<file path="src/rtl/mem_trace_log_collector_if.sv">
// Bundle of the monitored-event inputs and the trace-log outputs of the collector.
// Lane g sits in element [g] of each packed array, so lane 0 occupies the LSBs
// of the equivalent flattened bus.
interface mem_trace_log_collector_if #(
    parameter int NUM_LANES      = 4,
    parameter int DATA_WIDTH     = 64,
    parameter int SOURCEID_WIDTH = 32,
    parameter int LOGSIZE_WIDTH  = 8
);
    logic [NUM_LANES-1:0]                     in_valid;
    logic [NUM_LANES-1:0][SOURCEID_WIDTH-1:0] in_source;
    logic [NUM_LANES-1:0][DATA_WIDTH-1:0]     in_address;
    logic [NUM_LANES-1:0]                     in_is_store;
    logic [NUM_LANES-1:0][LOGSIZE_WIDTH-1:0]  in_size;
    logic [NUM_LANES-1:0][DATA_WIDTH-1:0]     in_data;

    logic [NUM_LANES-1:0]                     trace_log_valid;
    logic [NUM_LANES-1:0][SOURCEID_WIDTH-1:0] trace_log_source;
    logic [NUM_LANES-1:0][DATA_WIDTH-1:0]     trace_log_address;
    logic [NUM_LANES-1:0]                     trace_log_is_store;
    logic [NUM_LANES-1:0][LOGSIZE_WIDTH-1:0]  trace_log_size;
    logic [NUM_LANES-1:0][DATA_WIDTH-1:0]     trace_log_data;
    logic                                     trace_log_ready;

    logic                                     overflow;
    logic [31:0]                              drop_count;

    // Monitored side plus logger: drives events and ready, observes the log bus.
    modport master (
        output in_valid, in_source, in_address, in_is_store, in_size, in_data,
        output trace_log_ready,
        input  trace_log_valid, trace_log_source, trace_log_address,
        input  trace_log_is_store, trace_log_size, trace_log_data,
        input  overflow, drop_count
    );

    // Collector side.
    modport slave (
        input  in_valid, in_source, in_address, in_is_store, in_size, in_data,
        input  trace_log_ready,
        output trace_log_valid, trace_log_source, trace_log_address,
        output trace_log_is_store, trace_log_size, trace_log_data,
        output overflow, drop_count
    );
endinterface

</file>
<file path="src/rtl/mem_trace_log_collector.sv">
// Passive per-lane trace capture: every fired event is queued in its lane FIFO,
// heads are presented to the logger, and all non-empty lanes pop together on
// ready. The monitored interface is never stalled; a full lane drops and counts.

// One lane FIFO. Head outputs come straight from storage registers and are
// forced to zero while empty, so nothing stale is ever visible.
module mem_trace_log_lane #(
    parameter int FIFO_DEPTH     = 4,
    parameter int DATA_WIDTH     = 64,
    parameter int SOURCEID_WIDTH = 32,
    parameter int LOGSIZE_WIDTH  = 8,
    parameter bit MASK_LOAD_DATA = 1'b1
) (
    input  logic                      clock,
    input  logic                      reset,
    input  logic                      push,
    input  logic [SOURCEID_WIDTH-1:0] source,
    input  logic [DATA_WIDTH-1:0]     address,
    input  logic                      is_store,
    input  logic [LOGSIZE_WIDTH-1:0]  size,
    input  logic [DATA_WIDTH-1:0]     data,
    input  logic                      pop_req,
    output logic                      head_valid,
    output logic [SOURCEID_WIDTH-1:0] head_source,
    output logic [DATA_WIDTH-1:0]     head_address,
    output logic                      head_is_store,
    output logic [LOGSIZE_WIDTH-1:0]  head_size,
    output logic [DATA_WIDTH-1:0]     head_data,
    output logic                      drop
);
    localparam int AW = $clog2(FIFO_DEPTH);

    typedef struct packed {
        logic [SOURCEID_WIDTH-1:0] source;
        logic [DATA_WIDTH-1:0]     address;
        logic                      is_store;
        logic [LOGSIZE_WIDTH-1:0]  size;
        logic [DATA_WIDTH-1:0]     data;
    } entry_t;

    entry_t        mem [FIFO_DEPTH];
    entry_t        wr_entry;
    entry_t        head;
    logic [AW-1:0] wptr, rptr;
    logic [AW:0]   count;
    logic          empty, full, pop, accept;

    assign empty  = (count == '0);
    assign full   = (count == (AW+1)'(FIFO_DEPTH));
    assign pop    = pop_req && !empty;
    // A full lane that pops on the same edge frees a slot for the new event.
    assign accept = push && (!full || pop);
    assign drop   = push && full && !pop;

    // Build the stored entry; loads carry no meaningful data on the request side.
    always_comb begin
        wr_entry.source   = source;
        wr_entry.address  = address;
        wr_entry.is_store = is_store;
        wr_entry.size     = size;
        wr_entry.data     = (MASK_LOAD_DATA && !is_store) ? '0 : data;
    end

    // Entry storage; contents are only exposed while count is non-zero.
    always_ff @(posedge clock) begin
        if (accept) mem[wptr] <= wr_entry;
    end

    // Pointers and occupancy; reset empties the lane instantly.
    always_ff @(posedge clock or negedge reset) begin
        if (!reset) begin
            wptr  <= '0;
            rptr  <= '0;
            count <= '0;
        end else begin
            if (accept) wptr <= wptr + 1'b1;
            if (pop)    rptr <= rptr + 1'b1;
            case ({accept, pop})
                2'b10:   count <= count + 1'b1;
                2'b01:   count <= count - 1'b1;
                default: count <= count;
            endcase
        end
    end

    // Head presentation, zeroed while empty.
    always_comb begin
        head = empty ? '0 : mem[rptr];
    end

    assign head_valid    = !empty;
    assign head_source   = head.source;
    assign head_address  = head.address;
    assign head_is_store = head.is_store;
    assign head_size     = head.size;
    assign head_data     = head.data;
endmodule

module mem_trace_log_collector #(
    parameter int NUM_LANES      = 4,
    parameter int FIFO_DEPTH     = 4,
    parameter int DATA_WIDTH     = 64,
    parameter int SOURCEID_WIDTH = 32,
    parameter int LOGSIZE_WIDTH  = 8,
    parameter bit MASK_LOAD_DATA = 1'b1
) (
    input  logic                         clock,
    input  logic                         reset,
    mem_trace_log_collector_if.slave     bus
);
    logic [NUM_LANES-1:0] lane_drop;
    logic [31:0]          drops_now;
    logic [32:0]          drop_sum;

    for (genvar g = 0; g < NUM_LANES; g++) begin : g_lane
        mem_trace_log_lane #(
            .FIFO_DEPTH     (FIFO_DEPTH),
            .DATA_WIDTH     (DATA_WIDTH),
            .SOURCEID_WIDTH (SOURCEID_WIDTH),
            .LOGSIZE_WIDTH  (LOGSIZE_WIDTH),
            .MASK_LOAD_DATA (MASK_LOAD_DATA)
        ) u_lane (
            .clock         (clock),
            .reset         (reset),
            .push          (bus.in_valid[g]),
            .source        (bus.in_source[g]),
            .address       (bus.in_address[g]),
            .is_store      (bus.in_is_store[g]),
            .size          (bus.in_size[g]),
            .data          (bus.in_data[g]),
            .pop_req       (bus.trace_log_ready),
            .head_valid    (bus.trace_log_valid[g]),
            .head_source   (bus.trace_log_source[g]),
            .head_address  (bus.trace_log_address[g]),
            .head_is_store (bus.trace_log_is_store[g]),
            .head_size     (bus.trace_log_size[g]),
            .head_data     (bus.trace_log_data[g]),
            .drop          (lane_drop[g])
        );
    end

    // Number of lanes dropping this edge, and the saturating running total.
    always_comb begin
        drops_now = '0;
        for (int g = 0; g < NUM_LANES; g++) begin
            drops_now = drops_now + 32'(lane_drop[g]);
        end
        drop_sum = {1'b0, bus.drop_count} + {1'b0, drops_now};
    end

    // Sticky overflow flag and drop counter.
    always_ff @(posedge clock or negedge reset) begin
        if (!reset) begin
            bus.overflow   <= 1'b0;
            bus.drop_count <= '0;
        end else begin
            if (|lane_drop) bus.overflow <= 1'b1;
            bus.drop_count <= drop_sum[32] ? 32'hFFFF_FFFF : drop_sum[31:0];
        end
    end
endmodule

</file>
<file path="src/flat_wrapper.sv">
// flat-port wrapper written by rule: the top's interface ports become plain ports
module mem_trace_log_collector_flat 
#(
    parameter int NUM_LANES      = 4,
    parameter int FIFO_DEPTH     = 4,
    parameter int DATA_WIDTH     = 64,
    parameter int SOURCEID_WIDTH = 32,
    parameter int LOGSIZE_WIDTH  = 8,
    parameter bit MASK_LOAD_DATA = 1'b1
)
  (clock, reset, bus_in_valid, bus_in_source, bus_in_address, bus_in_is_store, bus_in_size, bus_in_data, bus_trace_log_ready, bus_trace_log_valid, bus_trace_log_source, bus_trace_log_address, bus_trace_log_is_store, bus_trace_log_size, bus_trace_log_data, bus_overflow, bus_drop_count);
  mem_trace_log_collector_if #(.NUM_LANES(NUM_LANES), .DATA_WIDTH(DATA_WIDTH), .SOURCEID_WIDTH(SOURCEID_WIDTH), .LOGSIZE_WIDTH(LOGSIZE_WIDTH)) bus_i ();
  input  logic clock;
  input  logic reset;
  input wire logic [$bits(bus_i.in_valid)-1:0] bus_in_valid;
  input wire logic [$bits(bus_i.in_source)-1:0] bus_in_source;
  input wire logic [$bits(bus_i.in_address)-1:0] bus_in_address;
  input wire logic [$bits(bus_i.in_is_store)-1:0] bus_in_is_store;
  input wire logic [$bits(bus_i.in_size)-1:0] bus_in_size;
  input wire logic [$bits(bus_i.in_data)-1:0] bus_in_data;
  input wire logic [$bits(bus_i.trace_log_ready)-1:0] bus_trace_log_ready;
  output wire logic [$bits(bus_i.trace_log_valid)-1:0] bus_trace_log_valid;
  output wire logic [$bits(bus_i.trace_log_source)-1:0] bus_trace_log_source;
  output wire logic [$bits(bus_i.trace_log_address)-1:0] bus_trace_log_address;
  output wire logic [$bits(bus_i.trace_log_is_store)-1:0] bus_trace_log_is_store;
  output wire logic [$bits(bus_i.trace_log_size)-1:0] bus_trace_log_size;
  output wire logic [$bits(bus_i.trace_log_data)-1:0] bus_trace_log_data;
  output wire logic [$bits(bus_i.overflow)-1:0] bus_overflow;
  output wire logic [$bits(bus_i.drop_count)-1:0] bus_drop_count;
  assign bus_i.in_valid = bus_in_valid;
  assign bus_i.in_source = bus_in_source;
  assign bus_i.in_address = bus_in_address;
  assign bus_i.in_is_store = bus_in_is_store;
  assign bus_i.in_size = bus_in_size;
  assign bus_i.in_data = bus_in_data;
  assign bus_i.trace_log_ready = bus_trace_log_ready;
  assign bus_trace_log_valid = bus_i.trace_log_valid;
  assign bus_trace_log_source = bus_i.trace_log_source;
  assign bus_trace_log_address = bus_i.trace_log_address;
  assign bus_trace_log_is_store = bus_i.trace_log_is_store;
  assign bus_trace_log_size = bus_i.trace_log_size;
  assign bus_trace_log_data = bus_i.trace_log_data;
  assign bus_overflow = bus_i.overflow;
  assign bus_drop_count = bus_i.drop_count;
  mem_trace_log_collector #(.NUM_LANES(NUM_LANES), .FIFO_DEPTH(FIFO_DEPTH), .DATA_WIDTH(DATA_WIDTH), .SOURCEID_WIDTH(SOURCEID_WIDTH), .LOGSIZE_WIDTH(LOGSIZE_WIDTH), .MASK_LOAD_DATA(MASK_LOAD_DATA)) u_core (.clock(clock), .reset(reset), .bus(bus_i));
endmodule
</file>
<file path="config.mk">
export PLATFORM = sky130hd
export DESIGN_NAME = mem_trace_log_collector_flat
export DESIGN_NICKNAME = d
export VERILOG_FILES = /design/src/rtl/mem_trace_log_collector_if.sv /design/src/rtl/mem_trace_log_collector.sv /design/src/flat_wrapper.sv
export SDC_FILE = /design/constraint.sdc
export NUM_CORES = 2
export LEC_CHECK = 0
export CAP_MARGIN = 5
export CORE_AREA = 2 2 536 538
export CTS_BUF_LIST = sky130_fd_sc_hd__clkbuf_8
export CTS_CLUSTER_SIZE = 25
export DETAILED_ROUTE_END_ITERATION = 12
export DIE_AREA = 0 0 538 540
export PLACE_DENSITY = 0.6
export SKIP_CTS_REPAIR_TIMING = 1
export SYNTH_ARGS = -nofsm -noshare
export SYNTH_HDL_FRONTEND = slang
export SYNTH_SLANG_ARGS = --single-unit
</file>
<file path="constraint.sdc">
create_clock -name clock -period 6.8 [get_ports clock]
set_input_delay 1.36 -clock clock [delete_from_list [all_inputs] [get_ports clock]]
set_output_delay 1.36 -clock clock [all_outputs]
set_load 0.02 [all_outputs]
</file>
==> results.md <==
- Critical-path top delay cell: dfrtp_4
- # clock sinks: 2765
- I/O Pins: 1396
- Total CTS buffers: 450
- RSZ-0062 raised after global routing: no
- Critical path's largest stage delay: 0.99 ns
- Multi-input gate area: 22900 um2
- Initial Util: 37.6%
- Post-synth EDFFs: 2704
- Worst slew pin tran: 1.08 ns
- Share of layout cells above drive strength 1: 19.3%
- Synth cell types: 41
- Worst-path maximum fanout: 69
- Row cnt: 196
- Power Dens Cells: 473 nW/um2
- Die W: 538 um
- Synth Area per Inst: 21.7 um2
- Seq/Total Area, Yosys: 77.4%
- Max Transition Viols Final: 0
- Seq pwr share: 37.1%
- Post-layout minimum cycle time: 5.46 ns
- Worst hold path type: primary input to asynchronous set/reset pin
- DRT antenna net count: 0
- Synth Register Bits: 2765
- Vias per cell: 5.06
- Max-slew headroom: 27.8%
- Buf/Inv on CP: 2
- CP Launch Type: flip-flop
- Critical path required time: 5.44 ns
- Detailed Routing Iterations Pass 1: 7
- Clock network power share: 20.8%
- Top cell type's share of synthesized area: 75.9%
- Met2 usage: 35.3%
- Yosys top cell by area: edfxtp_1
- Worst r2r src: u_core.g_lane[1].u_lane.count[0]
- Grt total ovfl: 0
- Total GRT Usage: 21.3%
- Setup ws final: 1.34 ns
- CTS tree: built
- Pin count of the biggest net entering global routing: 130
- R2r endpoint: u_core.bus.drop_count[8]
- Critical path's top delay family: buffers and inverters
- Core area: 284000 um2
- M1 GR Usage: 24.9%
- Root Buffer: clkbuf_8
- Port buffer count: 1395
- Crit path launch: u_core.g_lane[3].u_lane.rptr[1]
- Critical path arrival: 4.10 ns
- DRC: 0
- FMAX: 183 MHz
- Final Hold Vio Count: 0
- Grt met3 use: 8.11%
- H-tree levels: 5
- Routability cong.: 0.825
- Max Cap Viol: 0
- Crit path cell chain: buf_12 > mux4_2 > and2_1 > clkdlybuf4s50_1
- Pint: 40.7 mW
- P_sw: 22.7 mW
- Reg2Reg Setup Slack: 2.66 ns
- Die area: 291000 um2
- Filler cell count: 23900
- GRT busiest layer: met2
- Status: finished, final reports clean
- Clock-pin transition on the worst setup and hold timing paths: 0.06 ns
- DR WL/cell: 29.3 um
- CP endpoint kind: primary output
- P_leak: 44.2 nW
- VDD IR max: 0.288 mV
- Finish-stage setup viols: 0
- Synth Net Count: 5634
- Synth warn: 0
- HPWL Detailed: 213 mm
- Global-route wire length before repair: 440 mm
- Switching Share: 35.9%
- Fin util: 47.1%
- Synthesized area: 107000 um2
- Setup CP Type: flip-flop to primary output
- 1st-iter DRT viols: 4008
- Clk_lat worst skew: 1.13 ns
- Top_reg_cell synth: edfxtp_1
- Cell count along the critical path: 4
- Mapped Cells: 4919
- Post-Route WL: 316 mm
- CP endpoint: bus_trace_log_address[197]
- CTS Buffer Depth: 4
- R2R depth: 15
- Nets: 7304
- Area Overhead vs Synth: 25.4%
- Most numerous cell in the Yosys netlist: edfxtp_1
- Synth async-reset ratio: 2.21%
- Period Utilization, post-route: 80.3%
- Setup TNS: 0 ns
- Setup Skew: 0.0892 ns
- Antenna violations before repair: 161
- Logic pwr share: 42.1%
- Chip height: 540 um
- Pre-CTS setup slack: 0.751 ns
- Post-synth top cells: edfxtp_1, and2_1, mux4_2
- Top area cells in the synthesized netlist: edfxtp_1, mux4_2, and2_1, dfrtp_1, clkbuf_1
- Register area: 82800 um2
- Vias in the first global route: 57800
- Vias: 54500
==> per-layer routing <==
metal	part of all wire, %	wire length, um
met5	0.13	414
met4	3.6	11500
met3	9.5	29900
met2	50	158000
met1	37	117000
==> worst min-delay path by stage <==
stage / start / to / slack [ns]
finish: reset / u_core.g_lane[2].u_lane.rptr[1] / 0.45
floorplan: u_core.g_lane[1].u_lane.count[2] / u_core.g_lane[1].u_lane.count[2] / 0.45
detailed placement: u_core.bus.overflow / u_core.bus.overflow / 0.47
CTS: reset / u_core.g_lane[2].u_lane.rptr[0] / 0.33
global route: reset / u_core.g_lane[1].u_lane.wptr[0] / 0.40
global placement: u_core.bus.overflow / u_core.bus.overflow / 0.46
==> cell families after synthesis <==
family | share of synthesized area, %
muxes | 14.3
AOI/OAI and AO/OA | 0.122
and+or+nand+nor | 6.16
DFF | 77.4
xor gates and xnor gates | 0.377
buffers and inverters | 1.28
adders and majority gates | 0.417
==> power groups by stage <==
stage               registers (mW)  clock network, mW  logic (mW)
finish                        23.5               13.2        26.7
global route                  23.8               14.3        28.1
CTS                           23.6               13.6        27.3
detailed placement            23.9                  0        27.1
global placement              23.7                  0        27.2
floorplan                     23.7                  0        14.6
==> layout by cell type, fill, tap and decap left out, types with 5 or more instances in the layout <==
cell / n
edfxtp_1: 2704
clkdlybuf4s50_1: 1391
and2_1: 937
mux4_2: 676
clkbuf_8: 457
inv_1: 199
clkinv_1: 127
diode_2: 54
dfrtp_1: 53
buf_4: 49
nand2_1: 48
buf_12: 47
clkinv_2: 41
xor2_1: 28
ha_1: 26
xnor2_1: 18
and2_4: 16
o21ai_0: 14
nor2_1: 12
nand4_1: 10
nand3_1: 10
dfrtp_4: 8
inv_12: 7
nor2b_1: 6
fa_1: 6
clkinv_8: 6
inv_16: 5
==> per-stage QoR <==
step	instances	power (mW)	hold WS (ns)	area (um2)
after floorplan	4919	38.3	0.447	107000
after global placement	9899	51.0	0.465	126000
after detailed placement	9899	51.1	0.465	126000
after CTS	10700	64.4	0.333	134000
after global routing	10800	66.3	0.404	134000
final	10800	63.4	0.452	134000
==> flip-flops by register name (all words and copies together) (netlist names) <==
register and count:
u_core.g_lane.u_lane.mem 2704, u_core.g_lane.u_lane.rptr 8, u_core.g_lane.u_lane.count 12, u_core.g_lane.u_lane.wptr 8, u_core.bus.overflow 1, u_core.bus.drop_count 32
==> final cells by class <==
type | count | share of cell area (%)
Clock inverter | 368 | 1.42
Inverter | 33 | 0.0924
Antenna cell | 54 | 0.101
Multi-Input combinational cell | 1850 | 17.1
Clock buffer | 457 | 4.69
Tap cell | 3762 | 3.51
Sequential cell | 2765 | 61.7
Timing Repair Buffer | 1489 | 11.4
(Power assumes the default switching activity.)
